<file path="config.mk">
export PLATFORM = sky130hd
export DESIGN_NAME = entropy_collector
export DESIGN_NICKNAME = d
export VERILOG_FILES = /design/src/rtl/trng_pkg.sv /design/src/rtl/entropy_rep_test.sv /design/src/rtl/entropy_collector.sv
export SDC_FILE = /design/constraint.sdc
export NUM_CORES = 1
export LEC_CHECK = 0
export ABC_AREA = 1
export BUFFER_PORTS_ARGS = -buffer_cell sky130_fd_sc_hd__buf_2
export CAP_MARGIN = 20
export CORE_MARGIN = 2
export CORE_UTILIZATION = 28
export CTS_BUF_LIST = sky130_fd_sc_hd__clkbuf_16
export CTS_CLUSTER_DIAMETER = 40
export DETAILED_ROUTE_END_ITERATION = 16
export GPL_TIMING_DRIVEN = 0
export PLACE_DENSITY = 0.56
export SETUP_SLACK_MARGIN = 0.5
export SLEW_MARGIN = 40
export SYNTH_ARGS = -nofsm -noshare
export SYNTH_HDL_FRONTEND = slang
export SYNTH_SLANG_ARGS = --single-unit
</file>
<file path="constraint.sdc">
create_clock -name clk -period 5.1 [get_ports clk]
set_input_delay 0 -clock clk [delete_from_list [all_inputs] [get_ports clk]]
set_output_delay 0 -clock clk [all_outputs]
set_load 0.005 [all_outputs]
</file>
<file path="src/rtl/trng_pkg.sv">
// Shared definitions for the TRNG entropy path: word width, default block
// geometry and health-test limit, and the collector state encoding.
package trng_pkg;

    localparam int ENTROPY_WORD_WIDTH = 32;
    localparam int DEFAULT_NUM_WORDS  = 16;
    localparam int DEFAULT_REP_LIMIT  = 8;

    typedef enum logic [1:0] {
        ST_IDLE    = 2'd0,
        ST_COLLECT = 2'd1,
        ST_FULL    = 2'd2,
        ST_ERROR   = 2'd3
    } collector_state_t;

endpackage

</file>
<file path="src/rtl/entropy_rep_test.sv">
// Repetition-count health test. Tracks the previous captured word and how
// many consecutive captures have matched it; fail pulses combinationally on
// the capture that brings the run length up to REP_LIMIT.
module entropy_rep_test
    import trng_pkg::*;
#(
    parameter int REP_LIMIT = DEFAULT_REP_LIMIT
)
(
    input  logic                          clk,
    input  logic                          reset_n,
    input  logic                          capture,
    input  logic [ENTROPY_WORD_WIDTH-1:0] word,
    input  logic                          clear,
    output logic                          fail
);

    logic [ENTROPY_WORD_WIDTH-1:0] prev_word_reg;
    logic                          prev_valid_reg;
    logic [7:0]                    rep_count_reg;
    logic [7:0]                    rep_count_next;
    logic                          repeat_hit;

    // A word only counts as a repeat if there is a valid predecessor to match.
    assign repeat_hit = prev_valid_reg && (word == prev_word_reg);

    // Run length after this capture; a fresh value always starts a run of 1.
    // The count cannot wrap: reaching REP_LIMIT (<= 255) stops further captures.
    always_comb begin
        rep_count_next = 8'd1;
        if (repeat_hit) begin
            rep_count_next = rep_count_reg + 8'd1;
        end
    end

    assign fail = capture && (rep_count_next == 8'(REP_LIMIT));

    // Previous-word and run-length state; clear takes priority over capture.
    always_ff @(posedge clk or negedge reset_n) begin
        if (!reset_n) begin
            prev_word_reg  <= '0;
            prev_valid_reg <= 1'b0;
            rep_count_reg  <= '0;
        end else if (clear) begin
            prev_valid_reg <= 1'b0;
            rep_count_reg  <= '0;
        end else if (capture) begin
            prev_word_reg  <= word;
            prev_valid_reg <= 1'b1;
            rep_count_reg  <= rep_count_next;
        end
    end

endmodule

</file>
<file path="src/rtl/entropy_collector.sv">
// Entropy collector: consumes words from one entropy source over a
// valid/ack handshake, packs NUM_WORDS of them into a block (word 0 in the
// MSBs) for the mixer, and latches a sticky security_error when the
// repetition-count health test trips.
module entropy_collector
    import trng_pkg::*;
#(
    parameter int NUM_WORDS = DEFAULT_NUM_WORDS,
    parameter int REP_LIMIT = DEFAULT_REP_LIMIT
)
(
    input  logic                                    clk,
    input  logic                                    reset_n,
    input  logic                                    enable,
    input  logic                                    entropy_enabled,
    input  logic [ENTROPY_WORD_WIDTH-1:0]           entropy_data,
    input  logic                                    entropy_valid,
    output logic                                    entropy_ack,
    output logic [NUM_WORDS*ENTROPY_WORD_WIDTH-1:0] block_data,
    output logic                                    block_valid,
    input  logic                                    block_ack,
    input  logic                                    clear_error,
    output logic                                    security_error
);

    localparam int W     = ENTROPY_WORD_WIDTH;
    localparam int CNT_W = $clog2(NUM_WORDS + 1);

    collector_state_t state_reg;
    logic [CNT_W-1:0] word_count_reg;
    logic             ack_reg;
    logic             block_valid_reg;
    logic             security_error_reg;
    logic [W-1:0]     slot_reg [NUM_WORDS];

    logic run;
    logic capture;
    logic rep_fail;
    logic rep_clear;

    assign run = enable && entropy_enabled;

    // Valid is ignored during the ack cycle, and a disabling cycle captures
    // nothing so the held source word lands at slot 0 after re-enable.
    assign capture = (state_reg == ST_COLLECT) && run && entropy_valid && !ack_reg;

    // Health state is dropped whenever collection is abandoned or an error cleared.
    assign rep_clear = (((state_reg == ST_COLLECT) || (state_reg == ST_FULL)) && !run) ||
                       ((state_reg == ST_ERROR) && clear_error);

    entropy_rep_test #(
        .REP_LIMIT (REP_LIMIT)
    ) u_rep_test (
        .clk     (clk),
        .reset_n (reset_n),
        .capture (capture),
        .word    (entropy_data),
        .clear   (rep_clear),
        .fail    (rep_fail)
    );

    // One block slot per word; slot gi sits at the gi-th word from the MSB end.
    genvar gi;
    generate
        for (gi = 0; gi < NUM_WORDS; gi++) begin : g_slot
            // Load this slot when the capture targets it.
            always_ff @(posedge clk or negedge reset_n) begin
                if (!reset_n) begin
                    slot_reg[gi] <= '0;
                end else if (capture && (word_count_reg == CNT_W'(gi))) begin
                    slot_reg[gi] <= entropy_data;
                end
            end
            assign block_data[(NUM_WORDS-gi)*W-1 -: W] = slot_reg[gi];
        end
    endgenerate

    assign entropy_ack    = ack_reg;
    assign block_valid    = block_valid_reg;
    assign security_error = security_error_reg;

    // Collector FSM with word counter and registered ack/valid/error outputs.
    always_ff @(posedge clk or negedge reset_n) begin
        if (!reset_n) begin
            state_reg          <= ST_IDLE;
            word_count_reg     <= '0;
            ack_reg            <= 1'b0;
            block_valid_reg    <= 1'b0;
            security_error_reg <= 1'b0;
        end else begin
            ack_reg <= capture;
            case (state_reg)
                ST_IDLE: begin
                    word_count_reg  <= '0;
                    block_valid_reg <= 1'b0;
                    if (run) begin
                        state_reg <= ST_COLLECT;
                    end
                end
                ST_COLLECT: begin
                    if (!run) begin
                        state_reg      <= ST_IDLE;
                        word_count_reg <= '0;
                    end else if (capture) begin
                        if (rep_fail) begin
                            // Health failure outranks completing the block.
                            state_reg          <= ST_ERROR;
                            security_error_reg <= 1'b1;
                            word_count_reg     <= '0;
                        end else begin
                            word_count_reg <= word_count_reg + 1'b1;
                            if (word_count_reg == CNT_W'(NUM_WORDS - 1)) begin
                                state_reg       <= ST_FULL;
                                block_valid_reg <= 1'b1;
                            end
                        end
                    end
                end
                ST_FULL: begin
                    if (!run) begin
                        state_reg       <= ST_IDLE;
                        word_count_reg  <= '0;
                        block_valid_reg <= 1'b0;
                    end else if (block_ack) begin
                        state_reg       <= ST_COLLECT;
                        word_count_reg  <= '0;
                        block_valid_reg <= 1'b0;
                    end
                end
                ST_ERROR: begin
                    word_count_reg  <= '0;
                    block_valid_reg <= 1'b0;
                    if (clear_error) begin
                        state_reg          <= ST_IDLE;
                        security_error_reg <= 1'b0;
                    end
                end
                default: begin
                    state_reg <= ST_IDLE;
                end
            endcase
        end
    end

endmodule

</file>
==> summary.txt <==
Run status
  • Status: finished clean

Detailed routing
  • DR vias/cell: 4.67
  • Post-detailed-route wirelength per cell: 21.6 µm
  • Drc violations: 0
  • Final WL: 83,100 µm
  • Iteration-0 DRC Markers: 1,143
  • Routed Antenna Nets: 0
  • Drt first pass iters: 5
  • Via Count: 18,003

Setup path
  • Crit-path leading delay family: simple AND/OR/NAND/NOR gates
  • CP Capture Type: register
  • Crit-path cells: inv_1 -> ha_1 -> nand2_2 -> nor3_4 -> inv_2 -> nor2_4 -> nand2_1 -> clkbuf_2 -> nand2_1 -> o21ai_0
  • WP data required: 5.58 ns
  • CP Launch Type: register
  • Slowest stage delay, CP: 0.48 ns
  • Slowest cell on the critical path: clkbuf_2
  • Worst path bufs/invs: 3
  • Worst path most repeated cell: nand2_1
  • Setup CP Type: reg -> reg
  • Worst path arrival time: 3.33 ns
  • Maximum fanout along the worst path: 11

Global routing
  • Congestion Overflow GR: 0
  • First-pass GRT wire length: 121,000 µm
  • Global Route Usage Sum: about a fifth
  • Initial antenna violation count: 8
  • Vias in the first global route: 17,947
  • Largest net degree at the start of global routing: 71

Yosys
  • Dominant cell type by area after synthesis: dfrtp_1
  • Mapped Area: 20,900 µm²
  • Async SR Flop Fraction: 100%
  • Synth warn: 0
  • Syn avg cell area: 9.98 µm²
  • Post-Synthesis Cells: between 2,000 and 2,500
  • Sequential cell area fraction in the yosys report: 67.4%
  • Commonest cells in the synthesized netlist: nand2_1 (652), dfrtp_1 (563), o21ai_0 (480)
  • Dominant cells by area after synthesis: dfrtp_1 (67%), nand2_1 (12%), o21ai_0 (11%)
  • Most frequent cell after synthesis: nand2_1
  • Syn Nets: 2,145
  • Netlist cell types: 31
  • Seq cells post-synth: 563
  • Top cell type's share of synthesized area: 67.4%
  • Top_reg_cell synth: dfrtp_1
  • EDFF count, synth: 0

Clock network
  • Hold Buf Count CTS: 43
  • Htree depth: 3
  • CTS Buffer Depth: 3
  • Postcts setup bufs: 0
  • # resized after CTS: 0
  • Clock sink count: 563
  • Clock Pin Slew Worst Setup and Hold Paths: 0.06 ns
  • Total CTS buffers: 92
  • CTS tree: done
  • Worst skew pair latency: 0.64 ns
  • CTS root buffer: clkbuf_16

Cells and area
  • Share of cells above drive strength 1: 26.9%
  • Area delta synth->final: 37.5%
  • Layout Nets: roughly 2,800
  • Max reg flops: between 500 and 600
  • Final Util: ~39%

Place
  • Port Buf Inserts: 553
  • Post-DP HPWL: 59,600 µm
  • GPL Wtd Cong: 0.830

Run
  • Max Cap Viol: 0

Timing
  • Rel. slew slack: 39.8%
  • Final setup vio count: 0
  • Clock Skews: approximately 0.035 ns
  • Final hold violations: 0
  • Maximum clock frequency: 351 MHz
  • Worst hold slack: between 0.15 and 0.2 ns
  • Tmin final: 2.85 ns
  • Final period util: between 50% and 60%
  • Final Max Tran Viols: 0
  • Worst-Margin Slew: 0.903 ns
  • RSZ-0062 raised after global routing: no

Power and ir drop
  • Switch share: 26.8%
  • P_leak: between 10 and 15 nW
  • Maximum vdd ir drop: ~0.26 mV
  • Switching power: 3.36 mW
  • Gate power share: 10.0%
  • Pwr dens: roughly 440 nW/µm²
  • Seq pwr share: around 40%
  • Internal Pwr Total: 9.19 mW
  • Clock power share: 49.6%

Floorplan
  • DIE AREA: 76,900 µm²
  • Ports: 554
  • Starting density of the core: 28.2%
  • # rows: 100
  • Core ar.: roughly 74,000 µm²
  • Die width: roughly 280 µm
  • Die Y: 277 µm

Worst hold path
  • Hold Crit Class: in -> reg
==> through the flow <==
| step | instance area, µm² | TNS, ns | cells | setup WS [ns] | power (mW) |
|---|---|---|---|---|---|
| after floorplan | 20900 | 0 | 2096 | 3.17 | 5.68 |
| after global placement | 24900 | -4584.37 | 3618 | -8.25 | 6.33 |
| after detailed placement | 25200 | 0 | 3627 | 2.17 | 6.37 |
| after CTS | 28700 | 0 | 3842 | 2.18 | 12.7 |
| after global routing | 28700 | 0 | 3844 | 2.02 | 13.1 |
| final | 28800 | 0 | 3854 | 2.25 | 12.6 |
==> power by group through the flow <==
stage / clock [mW] / sequential, mW / combinational [mW]
global route: 6.55 / 5.11 / 1.42
floorplan: 0 / 5.12 / 0.554
global placement: 0 / 5.13 / 1.20
finish: 6.23 / 5.07 / 1.26
CTS: 6.35 / 5.07 / 1.28
detailed placement: 0 / 5.13 / 1.24
==> kinds of logic (layout without fill, tap and decap cells) <==
kind of cell / count (synthesis) / count (layout) / synth area share, %
and+or+nand+nor: 720 / 720 / 13.5
AOI/OAI and AO/OA: 571 / 571 / 13.9
DFF: 563 / 563 / 67.4
buffers and inverters: 218 / 996 / 4.01
xor gates and xnor gates: 14 / 14 / 0.586
adders and majority gates: 10 / 10 / 0.598
other: 0 / 11 / 0
==> path summary, 6_finish.rpt <==
kind / startpoint / cells after the start / slack, ns / end
worst max-delay path: state_reg[1]$_DFFE_PN0P_ / 10 / 2.25 / block_data[51]$_DFFE_PN0P_
worst min-delay path: entropy_data[25] / 4 / 0.16 / u_rep_test.prev_word_reg[25]$_DFFE_PN0P_
worst max register to register: state_reg[1]$_DFFE_PN0P_ / 10 / 2.25 / block_data[51]$_DFFE_PN0P_
worst min register to register: block_data[175]$_DFFE_PN0P_ / 2 / 0.48 / block_data[175]$_DFFE_PN0P_
max in group asynchronous: reset_n / 7 / 3.14 / block_data[265]$_DFFE_PN0P_
min in group asynchronous: reset_n / 4 / 0.49 / block_data[24]$_DFFE_PN0P_
==> metal layers <==
layer | track usage (%) | part of all wire, % | vias to the layer above
met5 | 0 | 0 | -
met2 | 33.4 | 46 | 603
met3 | 4.96 | 6.4 | 143
met1 | 28.3 | 44 | 8979
met4 | 7.98 | 3.4 | 0
li1 | - | - | 8278
==> tightest hold or removal path, stage by stage <==
cell and delay (ns):
dlygate4sd3_1 0.53, buf_2 0.12, nand2_1 0.05, o21ai_0 0.06
==> cell usage in the layout (no fill, tap or decap), types with 10 or more instances in the layout <==
cell,netlist,layout
diode_2,0,11
ha_1,10,10
inv_1,76,89
o21ai_0,480,480
inv_6,0,11
nor2_1,30,30
buf_2,14,566
o21ai_1,66,66
nand2_1,652,652
bufinv_16,0,10
clkinvlp_4,0,14
clkbuf_16,0,93
clkinv_1,1,14
dlygate4sd3_1,0,42
clkbuf_1,120,103
dfrtp_1,563,563
nand3_1,14,14
clkbuf_2,0,17
o21ai_2,10,10
==> area by class of cell <==
class,count,area (µm²)
diodes,11,27.5
fillers,7549,45400
plain buffers,135,549
well taps,969,1210
flip-flops and latches,563,14100
inverters,83,312
clock buffers,93,2330
multi-input cells,1315,5990
repair buffers,606,3460
clock inverters,79,797
Note: power is estimated with default switching activity, not from simulation.
